### config.mk
export PLATFORM = sky130hd
export DESIGN_NAME = jtag_host_shifter_flat
export DESIGN_NICKNAME = d
export VERILOG_FILES = /design/src/rtl/jtag_host_if.sv /design/src/rtl/jtag_host_shifter.sv /design/src/flat_wrapper.sv
export SDC_FILE = /design/constraint.sdc
export NUM_CORES = 1
export LEC_CHECK = 0
export ABC_AREA = 0
export BUFFER_PORTS_ARGS = -buffer_cell sky130_fd_sc_hd__buf_2
export CAP_MARGIN = 20
export CORE_MARGIN = 2
export CORE_UTILIZATION = 50
export DETAILED_ROUTE_END_ITERATION = 6
export PLACE_DENSITY = 0.71
export SYNTH_ARGS = -nofsm -noshare
export SYNTH_HDL_FRONTEND = slang
export SYNTH_SLANG_ARGS = --single-unit
### constraint.sdc
create_clock -name clk -period 5.4 [get_ports clk]
set_clock_uncertainty 0.05 [all_clocks]
set_input_delay 0.81 -clock clk [delete_from_list [all_inputs] [get_ports clk]]
set_output_delay 0.81 -clock clk [all_outputs]
set_load 0.03 [all_outputs]
### src/rtl/jtag_host_if.sv
// Request/response and JTAG pin bundle for jtag_host_shifter.
// The shifter connects through the slave modport. The requester, which also
// owns the TAP pins, connects through the master modport.
// Optional macro JTAG_HOST_IR_CHECK_EN adds the ir_err status signal.
interface jtag_host_if #(
  parameter int unsigned IR_WIDTH = 8,
  parameter int unsigned DR_MAX   = 32
);
  localparam int unsigned LEN_W = $clog2(DR_MAX + 1);

  logic                start;
  logic [1:0]          op;
  logic [IR_WIDTH-1:0] ir_in;
  logic [DR_MAX-1:0]   dr_in;
  logic [LEN_W-1:0]    dr_len;
  logic                busy;
  logic                done;
  logic [DR_MAX-1:0]   dr_out;
  logic                tck;
  logic                tms;
  logic                tdi;
  logic                tdo;
`ifdef JTAG_HOST_IR_CHECK_EN
  logic                ir_err;

  modport master (
    output start, op, ir_in, dr_in, dr_len, tdo,
    input  busy, done, dr_out, tck, tms, tdi, ir_err
  );

  modport slave (
    input  start, op, ir_in, dr_in, dr_len, tdo,
    output busy, done, dr_out, tck, tms, tdi, ir_err
  );
`else
  modport master (
    output start, op, ir_in, dr_in, dr_len, tdo,
    input  busy, done, dr_out, tck, tms, tdi
  );

  modport slave (
    input  start, op, ir_in, dr_in, dr_len, tdo,
    output busy, done, dr_out, tck, tms, tdi
  );
`endif
endinterface

### src/rtl/jtag_host_shifter.sv
// JTAG initiator: runs TAP reset, IR scan and DR scan ops from Run-Test/Idle,
// driving TCK/TMS/TDI and capturing TDO. One FSM step is one TCK period.
// Optional macro JTAG_HOST_IR_CHECK_EN enables checking of the IR capture pattern.
module jtag_host_shifter #(
  parameter int unsigned IR_WIDTH = 8,
  parameter int unsigned DR_MAX   = 32,
  parameter int unsigned CLK_DIV  = 4
) (
  input  logic        clk,
  input  logic        rst,
  jtag_host_if.slave  bus
);

  localparam int unsigned SH_W  = (DR_MAX > IR_WIDTH) ? DR_MAX : IR_WIDTH;
  localparam int unsigned CNT_W = $clog2(SH_W + 1);
  localparam int unsigned IDX_W = (SH_W > 1) ? $clog2(SH_W) : 1;
  localparam int unsigned DIV_W = (CLK_DIV > 1) ? $clog2(CLK_DIV) : 1;

  localparam logic [2:0] S_IDLE  = 3'd0;
  localparam logic [2:0] S_PRE   = 3'd1;
  localparam logic [2:0] S_SHIFT = 3'd2;
  localparam logic [2:0] S_POST  = 3'd3;
  localparam logic [2:0] S_DONE  = 3'd4;

  localparam logic [1:0] OP_RST = 2'd0;
  localparam logic [1:0] OP_IR  = 2'd1;
  localparam logic [1:0] OP_DR  = 2'd2;
  localparam logic [1:0] OP_NOP = 2'd3;

  // TMS preamble patterns, step 0 in bit 0
  localparam logic [5:0] PRE_RST = 6'b011111;
  localparam logic [5:0] PRE_IR  = 6'b000011;
  localparam logic [5:0] PRE_DR  = 6'b000001;

  logic [2:0]        state_q, state_d;
  logic [1:0]        op_q, op_d;
  logic [SH_W-1:0]   sh_q, sh_d;
  logic [SH_W-1:0]   cap_q, cap_d;
  logic [CNT_W-1:0]  len_q, len_d;
  logic [CNT_W-1:0]  bit_q, bit_d;
  logic [2:0]        step_q, step_d;
  logic [DIV_W-1:0]  div_q, div_d;
  logic              busy_q, busy_d;
  logic              done_q, done_d;
  logic [DR_MAX-1:0] dr_out_q, dr_out_d;
  logic              tck_q, tck_d;
  logic              tms_q, tms_d;
  logic              tdi_q, tdi_d;
`ifdef JTAG_HOST_IR_CHECK_EN
  logic              ir_err_q, ir_err_d;
`endif

  logic [5:0]        pre_pat;
  logic [2:0]        pre_last;
  logic [2:0]        step_n;
  logic [CNT_W-1:0]  bit_n;
  logic [CNT_W-1:0]  len_eff;
  logic              half_end;
  logic              ticking;
  logic              rise;
  logic              fall;
  logic              finish;

  // Preamble TMS pattern and last step index for the latched op
  always_comb begin
    pre_pat  = PRE_DR;
    pre_last = 3'd2;
    case (op_q)
      OP_RST: begin
        pre_pat  = PRE_RST;
        pre_last = 3'd5;
      end
      OP_IR: begin
        pre_pat  = PRE_IR;
        pre_last = 3'd3;
      end
      default: begin
        pre_pat  = PRE_DR;
        pre_last = 3'd2;
      end
    endcase
  end

  // Requested DR length clamped to 1..DR_MAX
  always_comb begin
    if (bus.dr_len == '0) begin
      len_eff = CNT_W'(1);
    end else if (32'(bus.dr_len) > DR_MAX) begin
      len_eff = CNT_W'(DR_MAX);
    end else begin
      len_eff = CNT_W'(bus.dr_len);
    end
  end

  // TCK divider timing: tck toggles at the end of every CLK_DIV-clk half period
  always_comb begin
    ticking  = ((state_q == S_PRE) && (op_q != OP_NOP)) ||
               (state_q == S_SHIFT) || (state_q == S_POST);
    half_end = (div_q == DIV_W'(CLK_DIV - 1));
    rise     = ticking && half_end && !tck_q;
    fall     = ticking && half_end && tck_q;
    step_n   = step_q + 3'd1;
    bit_n    = bit_q + CNT_W'(1);
  end

  // Next-state and output logic
  always_comb begin
    state_d  = state_q;
    op_d     = op_q;
    sh_d     = sh_q;
    cap_d    = cap_q;
    len_d    = len_q;
    bit_d    = bit_q;
    step_d   = step_q;
    div_d    = div_q;
    busy_d   = busy_q;
    done_d   = 1'b0;
    dr_out_d = dr_out_q;
    tck_d    = tck_q;
    tms_d    = tms_q;
    tdi_d    = tdi_q;
    finish   = 1'b0;
`ifdef JTAG_HOST_IR_CHECK_EN
    ir_err_d = ir_err_q;
`endif

    if (ticking) begin
      if (half_end) begin
        div_d = '0;
        tck_d = !tck_q;
      end else begin
        div_d = div_q + DIV_W'(1);
      end
    end

    case (state_q)
      S_IDLE: begin
        if (bus.start) begin
          state_d = S_PRE;
          op_d    = bus.op;
          busy_d  = 1'b1;
          div_d   = '0;
          step_d  = '0;
          bit_d   = '0;
          cap_d   = '0;
          tck_d   = 1'b0;
          tdi_d   = 1'b0;
          if (bus.op == OP_IR) begin
            sh_d  = SH_W'(bus.ir_in);
            len_d = CNT_W'(IR_WIDTH);
          end else begin
            sh_d  = SH_W'(bus.dr_in);
            len_d = len_eff;
          end
          if (bus.op != OP_NOP) begin
            tms_d = 1'b1;
          end
        end
      end

      S_PRE: begin
        if (op_q == OP_NOP) begin
          finish = 1'b1;
        end else if (fall) begin
          if (step_q == pre_last) begin
            if (op_q == OP_RST) begin
              finish = 1'b1;
            end else begin
              state_d = S_SHIFT;
              bit_d   = '0;
              tms_d   = (len_q == CNT_W'(1));
              tdi_d   = sh_q[0];
            end
          end else begin
            step_d = step_n;
            tms_d  = pre_pat[step_n];
          end
        end
      end

      S_SHIFT: begin
        if (rise) begin
          cap_d[IDX_W'(bit_q)] = bus.tdo;
        end
        if (fall) begin
          if (bit_q == len_q - CNT_W'(1)) begin
            state_d = S_POST;
            step_d  = '0;
            tms_d   = 1'b1;
            tdi_d   = 1'b0;
          end else begin
            bit_d = bit_n;
            sh_d  = sh_q >> 1;
            tdi_d = sh_d[0];
            tms_d = (bit_n == len_q - CNT_W'(1));
          end
        end
      end

      S_POST: begin
        if (fall) begin
          if (step_q == 3'd1) begin
            finish = 1'b1;
          end else begin
            step_d = 3'd1;
            tms_d  = 1'b0;
          end
        end
      end

      S_DONE: begin
        state_d = S_IDLE;
      end

      default: begin
        state_d = S_IDLE;
      end
    endcase

    if (finish) begin
      state_d = S_DONE;
      busy_d  = 1'b0;
      done_d  = 1'b1;
      tdi_d   = 1'b0;
      if (op_q == OP_DR) begin
        dr_out_d = cap_q[DR_MAX-1:0];
      end
`ifdef JTAG_HOST_IR_CHECK_EN
      if (op_q == OP_IR) begin
        ir_err_d = (cap_q[1:0] != 2'b01);
      end
`endif
    end
  end

  // State and output registers; reset leaves TCK low with TMS high
  always_ff @(posedge clk or posedge rst) begin
    if (rst) begin
      state_q  <= S_IDLE;
      op_q     <= OP_RST;
      sh_q     <= '0;
      cap_q    <= '0;
      len_q    <= '0;
      bit_q    <= '0;
      step_q   <= '0;
      div_q    <= '0;
      busy_q   <= 1'b0;
      done_q   <= 1'b0;
      dr_out_q <= '0;
      tck_q    <= 1'b0;
      tms_q    <= 1'b1;
      tdi_q    <= 1'b0;
`ifdef JTAG_HOST_IR_CHECK_EN
      ir_err_q <= 1'b0;
`endif
    end else begin
      state_q  <= state_d;
      op_q     <= op_d;
      sh_q     <= sh_d;
      cap_q    <= cap_d;
      len_q    <= len_d;
      bit_q    <= bit_d;
      step_q   <= step_d;
      div_q    <= div_d;
      busy_q   <= busy_d;
      done_q   <= done_d;
      dr_out_q <= dr_out_d;
      tck_q    <= tck_d;
      tms_q    <= tms_d;
      tdi_q    <= tdi_d;
`ifdef JTAG_HOST_IR_CHECK_EN
      ir_err_q <= ir_err_d;
`endif
    end
  end

  assign bus.busy   = busy_q;
  assign bus.done   = done_q;
  assign bus.dr_out = dr_out_q;
  assign bus.tck    = tck_q;
  assign bus.tms    = tms_q;
  assign bus.tdi    = tdi_q;
`ifdef JTAG_HOST_IR_CHECK_EN
  assign bus.ir_err = ir_err_q;
`endif

endmodule

### src/flat_wrapper.sv
// flat-port wrapper written by rule: the top's interface ports become plain ports
module jtag_host_shifter_flat 
#(
  parameter int unsigned IR_WIDTH = 8,
  parameter int unsigned DR_MAX   = 32,
  parameter int unsigned CLK_DIV  = 4
)
  (clk, rst, bus_start, bus_op, bus_ir_in, bus_dr_in, bus_dr_len, bus_tdo, bus_busy, bus_done, bus_dr_out, bus_tck, bus_tms, bus_tdi);
  jtag_host_if #(.IR_WIDTH(IR_WIDTH), .DR_MAX(DR_MAX)) bus_i ();
  input  logic clk;
  input  logic rst;
  input wire logic [$bits(bus_i.start)-1:0] bus_start;
  input wire logic [$bits(bus_i.op)-1:0] bus_op;
  input wire logic [$bits(bus_i.ir_in)-1:0] bus_ir_in;
  input wire logic [$bits(bus_i.dr_in)-1:0] bus_dr_in;
  input wire logic [$bits(bus_i.dr_len)-1:0] bus_dr_len;
  input wire logic [$bits(bus_i.tdo)-1:0] bus_tdo;
  output wire logic [$bits(bus_i.busy)-1:0] bus_busy;
  output wire logic [$bits(bus_i.done)-1:0] bus_done;
  output wire logic [$bits(bus_i.dr_out)-1:0] bus_dr_out;
  output wire logic [$bits(bus_i.tck)-1:0] bus_tck;
  output wire logic [$bits(bus_i.tms)-1:0] bus_tms;
  output wire logic [$bits(bus_i.tdi)-1:0] bus_tdi;
  assign bus_i.start = bus_start;
  assign bus_i.op = bus_op;
  assign bus_i.ir_in = bus_ir_in;
  assign bus_i.dr_in = bus_dr_in;
  assign bus_i.dr_len = bus_dr_len;
  assign bus_i.tdo = bus_tdo;
  assign bus_busy = bus_i.busy;
  assign bus_done = bus_i.done;
  assign bus_dr_out = bus_i.dr_out;
  assign bus_tck = bus_i.tck;
  assign bus_tms = bus_i.tms;
  assign bus_tdi = bus_i.tdi;
  jtag_host_shifter #(.IR_WIDTH(IR_WIDTH), .DR_MAX(DR_MAX), .CLK_DIV(CLK_DIV)) u_core (.clk(clk), .rst(rst), .bus(bus_i));
endmodule
==> key figures, run 1 <==
Logic synthesis
  – Commonest cells post-synth: dfrtp_1, o21ai_0, a21oi_1
  – Register area share after synthesis: 49.4%
  – Post-synth top area cell: dfrtp_1
  – Synth warn: 0
  – Number of synthesized flops with an enable pin: 0
  – Ys flop type: dfrtp_1
  – Count leader, synth: dfrtp_1
  – Synth Cell Area: 6230 um2
  – Synth Instances: ~650
  – Netlist cell types: 60
  – Yosys reg bits: 123
  – Area contributors post-synth: dfrtp_1, mux2_2, o21ai_0, a21oi_1, nand3_1
  – Syn avg cell area: 9.66 um2
  – Synth top area share: around half
  – Syn_nets: 707
  – FFs w/ async S/R, synth: 100%

Setup path
  – Worst Path Required: 5680 ps
  – Startpoint types: flop
  – WS Path Type: flop to flop
  – Critical path arrival: 3440 ps
  – Nature of the critical path endpoint: flop
  – Maximum fanout along the worst path: 31

Route
  – Via/cell ratio: 5.70
  – DRT Pass-1 Iters: 6
  – Iter 0 DRT Violations: 344
  – DRC viols: 0
  – Final ANT Viol Nets: 0
  – Routed length per instance: 16.4 um
  – Via count: 5,086
  – DRT Wirelength: 14.6 mm

Clock network
  – Root buf cell: clkbuf_16
  – CTS H-tree depth: 4
  – Skew-Pair Late Insertion Delay: between 400 and 500 ps
  – Post_cts resized: 0
  – Clk buf depth: 2
  – Post CTS Setup Buffer Count: 0
  – Clk pin slew, worst setup/hold paths: 50 ps
  – Clk sinks: 123
  – CTS tree: done
  – Cts hold-fix bufs: 0
  – CTS Buf Count: 17

Timing
  – Tcrit/Tclk final: between 50% and 60%
  – Final setup viols: 0
  – Hold Vio Cnt, Final: 0
  – Slew margin rel.: 28.3%
  – Fin crit period: 3160 ps
  – F_max: 316 MHz
  – RSZ-0062 raised after global routing: no
  – Setup TNS Final: 0 ps
  – Worst Max-Slew Pin Slew: ~1100 ps
  – Slew Limit Fails: 0

Global routing
  – GRT Overall Usage: 22.8%
  – Largest net degree at the start of global routing: 75
  – GRT met2 Usage: 36.7%
  – Total gr overflow: 0
  – Number of antenna violations at the first check in global routing: 0
  – GR Util met3: 5.33%
  – Routing usage on met1: a little under a third
  – Number of global-route vias before repair: 4,869
  – Top Usage Layer GRT: met2
  – First-pass GRT wire length: 23.9 mm

Layout
  – Area Overhead vs Synth: 17.3%
  – # nets final: 773
  – Share of cells above drive strength 1: 23.9%
  – Post-Layout Cell Count: approximately 890
  – Final core area utilization: 60.4%
  – Number of fill cells: approximately 1,100
  – Antenna Cells: 0

Place
  – I/O Buffers: 88
  – HPWL after detailed placement: 9.96 mm
  – Placed instance count: 860
  – GPL Wtd Cong: slightly below 0.9

Floorplan
  – Rows: 40
  – Full die area: 13,400 um2
  – Die Wd: 116 um
  – # IOs: 89
  – Initial core utilization: 51.5%
  – Die Height: 116 um
  – Core box area: 12,100 um2

Power
  – Total power: 2.99 mW
  – Worst vdd ir: ~0.21 mV
  – Leak pwr: about 3.6 nW
  – PD cells: 409 nW/um2

Min path
  – Tightest Hold Check Type: flop to flop

Job
  – Max Cap Viol: 0

Run status
  – Status: finished, final reports clean
[path summary, 6_finish.rpt]
path	slack [ps]	endpoint	from	cells after the start
min in group asynchronous	520	u_core.bus.dr_out[20]	rst	2
max in group asynchronous	3570	u_core.bus.tdi	rst	3
hold reg to reg	450	u_core.bus.dr_out[17]	u_core.bus.dr_out[17]	1
setup / recovery	2240	u_core.sh_q[1]	u_core.len_q[0]	9
hold / removal	450	u_core.bus.dr_out[17]	u_core.bus.dr_out[17]	1
setup reg to reg	2240	u_core.sh_q[1]	u_core.len_q[0]	9
[power breakdown]
part	leakage (nW)	internal (mW)	total (mW)	switching, mW
sequential	1.64	1.05	1.16	0.113
combinational	1.69	0.290	0.724	0.434
clock	0.283	0.701	1.11	0.404
total	3.61	2.04	2.99	0.952
[cells by family (layout without fill, tap and decap cells)]
group / after synthesis / count (layout) / synth area share (%)
AOI/OAI and AO/OA: 210 / 210 / 19.1
xor gates and xnor gates: 21 / 21 / 3.41
adders and majority gates: 10 / 10 / 2.01
buffers and inverters: 61 / 140 / 4.16
DFF: 123 / 123 / 49.4
muxes: 43 / 43 / 7.57
and+or+nand+nor: 177 / 177 / 14.4
[per-layer routing]
metal	up-vias	part of all wire [%]
met5	-	0
met4	0	1.9
met3	24	5.9
met2	171	48
met1	2447	44
li1	2444	-
[layout by cell type, fill, tap and decap left out, types with 3 or more instances in the layout]
cell / count
ha_1: 10
inv_1: 11
or3_1: 3
o22ai_1: 9
mux2i_1: 10
dfrtp_1: 122
clkbuf_16: 17
mux2_2: 33
xor2_1: 9
nor3_1: 9
nor2_1: 33
buf_4: 8
nand2b_1: 5
nand2_1: 44
a22o_1: 6
o21ai_1: 26
and2_1: 5
nand3_1: 37
a21oi_1: 66
nor2b_1: 3
a211oi_1: 4
xnor2_1: 9
o21ai_0: 72
clkinv_2: 5
buf_2: 88
a31oi_1: 4
o2bb2ai_1: 3
and3_1: 24
[area by class of cell]
class | count | area, um2 | area share, %
clock buffer | 21 | 460 | 6.30
inverter | 12 | 47.5 | 0.650
sequential | 123 | 3080 | 42.1
clock inverter | 11 | 118 | 1.61
multi-input combinational | 461 | 2890 | 39.6
tap | 168 | 210 | 2.88
timing repair buffer | 96 | 500 | 6.85
[worst max-delay path, cell delays in order (launching register included)]
cell and delay [ps]:
dfrtp_1 430, inv_1 100, ha_1 190, nor3b_1 250, xnor2_1 170, nand4b_4 230, o211ai_2 180, buf_4 290
and2_1 890, mux2i_1 270
[registers in the layout (all words and copies together) (netlist names)]
name and cells:
u_core.cap_q 32, u_core.bus.tck 1, u_core.state_q 3, u_core.bus.tdi 1
u_core.step_q 3, u_core.bit_q 6, u_core.bus.done 1, u_core.bus.dr_out 32
u_core.div_q 2, u_core.bus.busy 1, u_core.len_q 6, u_core.op_q 2
u_core.sh_q 32, u_core.bus.tms 1
[through the flow]
step / setup WS, ps / hold slack [ps] / instance area (um2)
2_1_floorplan: 1270 / 410 / 6230
3_3_place_gp: 2360 / 425 / 6730
3_5_place_dp: 2250 / 439 / 6730
4_1_cts: 2220 / 450 / 7310
5_1_grt: 1960 / 460 / 7310
6_report: 2240 / 445 / 7310
(Power assumes the default switching activity.)
==> run 2, diff against run 1 <==
--- a/config.mk
+++ b/config.mk
@@ -11,7 +11,7 @@
 export CORE_MARGIN = 2
 export CORE_UTILIZATION = 50
 export DETAILED_ROUTE_END_ITERATION = 6
-export PLACE_DENSITY = 0.71
+export PLACE_DENSITY = 0.74
 export SYNTH_ARGS = -nofsm -noshare
 export SYNTH_HDL_FRONTEND = slang
 export SYNTH_SLANG_ARGS = --single-unit
==> constraint.sdc (replaced) <==
create_clock -name clk -period 2.6 [get_ports clk]
set_clock_uncertainty 0.05 [all_clocks]
set_input_delay 0.39 -clock clk [delete_from_list [all_inputs] [get_ports clk]]
set_output_delay 0.39 -clock clk [all_outputs]
set_load 0.03 [all_outputs]
==> run 2 against run 1 <==
Compared with the run above: clock power grew 120%; global-route usage grew 1.5 points; sequential power rose by 110%; largest power group unchanged; via count increased by 2.5%; wire length rose by 2.9%; die area unchanged; hold slack got worse by 410 ps; critical path depth decreased by 1; sequential cell count is the same.
==> key figures, run 2 (synthesis gave the netlist of run 1 again) <==
Run status
  – Status: finished, final reports clean

Route
  – Top routing layer used: met4
  – Final ANT Viol Nets: 0
  – Iter 0 DRT Violations: roughly 280
  – Via/cell ratio: around 5.7
  – DRT Wirelength: between 15 and 20 mm
  – Via count: 5,211
  – DRC viols: 0
  – Routed length per instance: 16.6 um
  – WL met2: 7.16 mm
  – DRT Pass-1 Iters: 5
  – DRT met1 WL: 6.69 mm
  – Met3 routed WL: 834 um

Setup path
  – Setup crit start: u_core.len_q[0]
  – Maximum fanout along the worst path: 11
  – FF-to-FF Start: u_core.len_q[0]
  – WS Path Type: flop to flop
  – Startpoint types: flop
  – R2R setup slack: 270 ps
  – RR Endpoint: u_core.bit_q[0]
  – Worst Path Required: slightly below 3000 ps
  – Nature of the critical path endpoint: flop
  – Critical path arrival: 2630 ps
  – End of the critical path: u_core.bit_q[0]
  – R2R depth: 8

Timing
  – Slew margin rel.: 50.9%
  – Slew Limit Fails: 0
  – Worst Max-Slew Pin Slew: 737 ps
  – Fin crit period: 2330 ps
  – Final setup viols: 0
  – Tcrit/Tclk final: 89.6%
  – F_max: 429 MHz
  – Hold Vio Cnt, Final: 0
  – RSZ-0062 raised after global routing: no
  – Setup TNS Final: 0 ps

Power
  – PD cells: approximately 850 nW/um2
  – Clk pwr share: 37.5%
  – Combinational power share: 25.0%
  – Psw: 2.04 mW
  – Switch share: roughly 32%
  – Total power: 6.36 mW
  – Leak pwr: about 3.7 nW
  – Pint: 4.32 mW
  – Worst vdd ir: 0.388 mV
  – Sequential power share: a little under two fifths

Floorplan
  – Core box area: about 12,000 um2
  – Initial core utilization: roughly half
  – Rows: 40
  – Die Wd: approximately 120 um
  – Die Height: 116 um
  – Full die area: between 10,000 and 15,000 um2
  – # IOs: 89

Layout
  – Most frequent cells in the layout: dfrtp_1, buf_2, o21ai_0
  – Antenna Cells: 0
  – Number of fill cells: 1,046
  – Commonest non-fill, non-tap cell in the layout: dfrtp_1
  – Share of cells above drive strength 1: 25.7%
  – Area Overhead vs Synth: 20.1%
  – # nets final: 788

Clock network
  – Post CTS Setup Buffer Count: 0
  – Clk pin slew, worst setup/hold paths: 60 ps
  – Clk sinks: about 120
  – CTS tree: done
  – Clk buf depth: 2
  – Cts hold-fix bufs: 0
  – Root buf cell: clkbuf_16
  – Post_cts resized: 0
  – CTS H-tree depth: 4
  – CTS Buf Count: 17
  – Skew-Pair Late Insertion Delay: approximately 420 ps

Global routing
  – Largest net degree at the start of global routing: 59
  – Number of antenna violations at the first check in global routing: 0
  – Total gr overflow: 0
  – Number of global-route vias before repair: 5,220
  – First-pass GRT wire length: 25.5 mm
  – GRT Overall Usage: approximately a quarter

Place
  – GPL Wtd Cong: 0.913
  – I/O Buffers: 88
  – HPWL after detailed placement: 10.6 mm

Min path
  – Tightest Hold Check Type: primary input to asynchronous set/reset pin

Job
  – Max Cap Viol: 0
run 2: worst min path at each step:
stage / to / cells past startpoint
2_1_floorplan: u_core.sh_q[31] / 2
3_3_place_gp: u_core.sh_q[31] / 2
3_5_place_dp: u_core.sh_q[31] / 2
4_1_cts: u_core.cap_q[14] / 2
5_1_grt: u_core.cap_q[14] / 2
6_report: u_core.cap_q[14] / 2
run 2: power groups by stage:
stage	Clock (mW)	Combinational (mW)	Sequential [mW]
floorplan	0	1.19	2.39
global placement	0	1.52	2.40
detailed placement	0	1.58	2.41
CTS	2.42	1.59	2.38
global route	2.51	1.78	2.42
finish	2.39	1.59	2.39
run 2: final cells by class:
cell class | instances | area, um2 | share of cell area [%]
multi-input combinational | 461 | 2900 | 38.7
clock buffer | 18 | 429 | 5.73
timing repair buffer | 111 | 651 | 8.69
sequential | 123 | 3080 | 41.1
tap | 168 | 210 | 2.81
clock inverter | 14 | 171 | 2.29
inverter | 12 | 48.8 | 0.652
run 2: per-layer routing:
metal,vias to the layer above,global-route usage (%)
met2,189,39.2
met5,-,0
li1,2477,-
met4,0,9.84
met3,30,5.81
met1,2515,32.0
run 2: worst max-delay path: stages, from the launching register on:
cell and delay (ps):
dfrtp_1 430, inv_1 100, ha_1 190, nor3b_1 270
xnor2_1 230, nand4b_4 230, o21ai_1 120, nor2_2 400
mux2_2 250
run 2: metrics by stage:
step           setup WS, ps  instance area [um2]  utilization (%)  instances  hold slack [ps]
3_3_place_gp            229                 6880             56.8        875              425
2_1_floorplan           444                 6240                -        645              410
3_5_place_dp           35.3                 6880             56.8        875              433
5_1_grt                36.3                 7490             61.8        907             83.9
6_report                270                 7490             61.8        907             38.5
4_1_cts                38.7                 7480             61.8        907             46.7
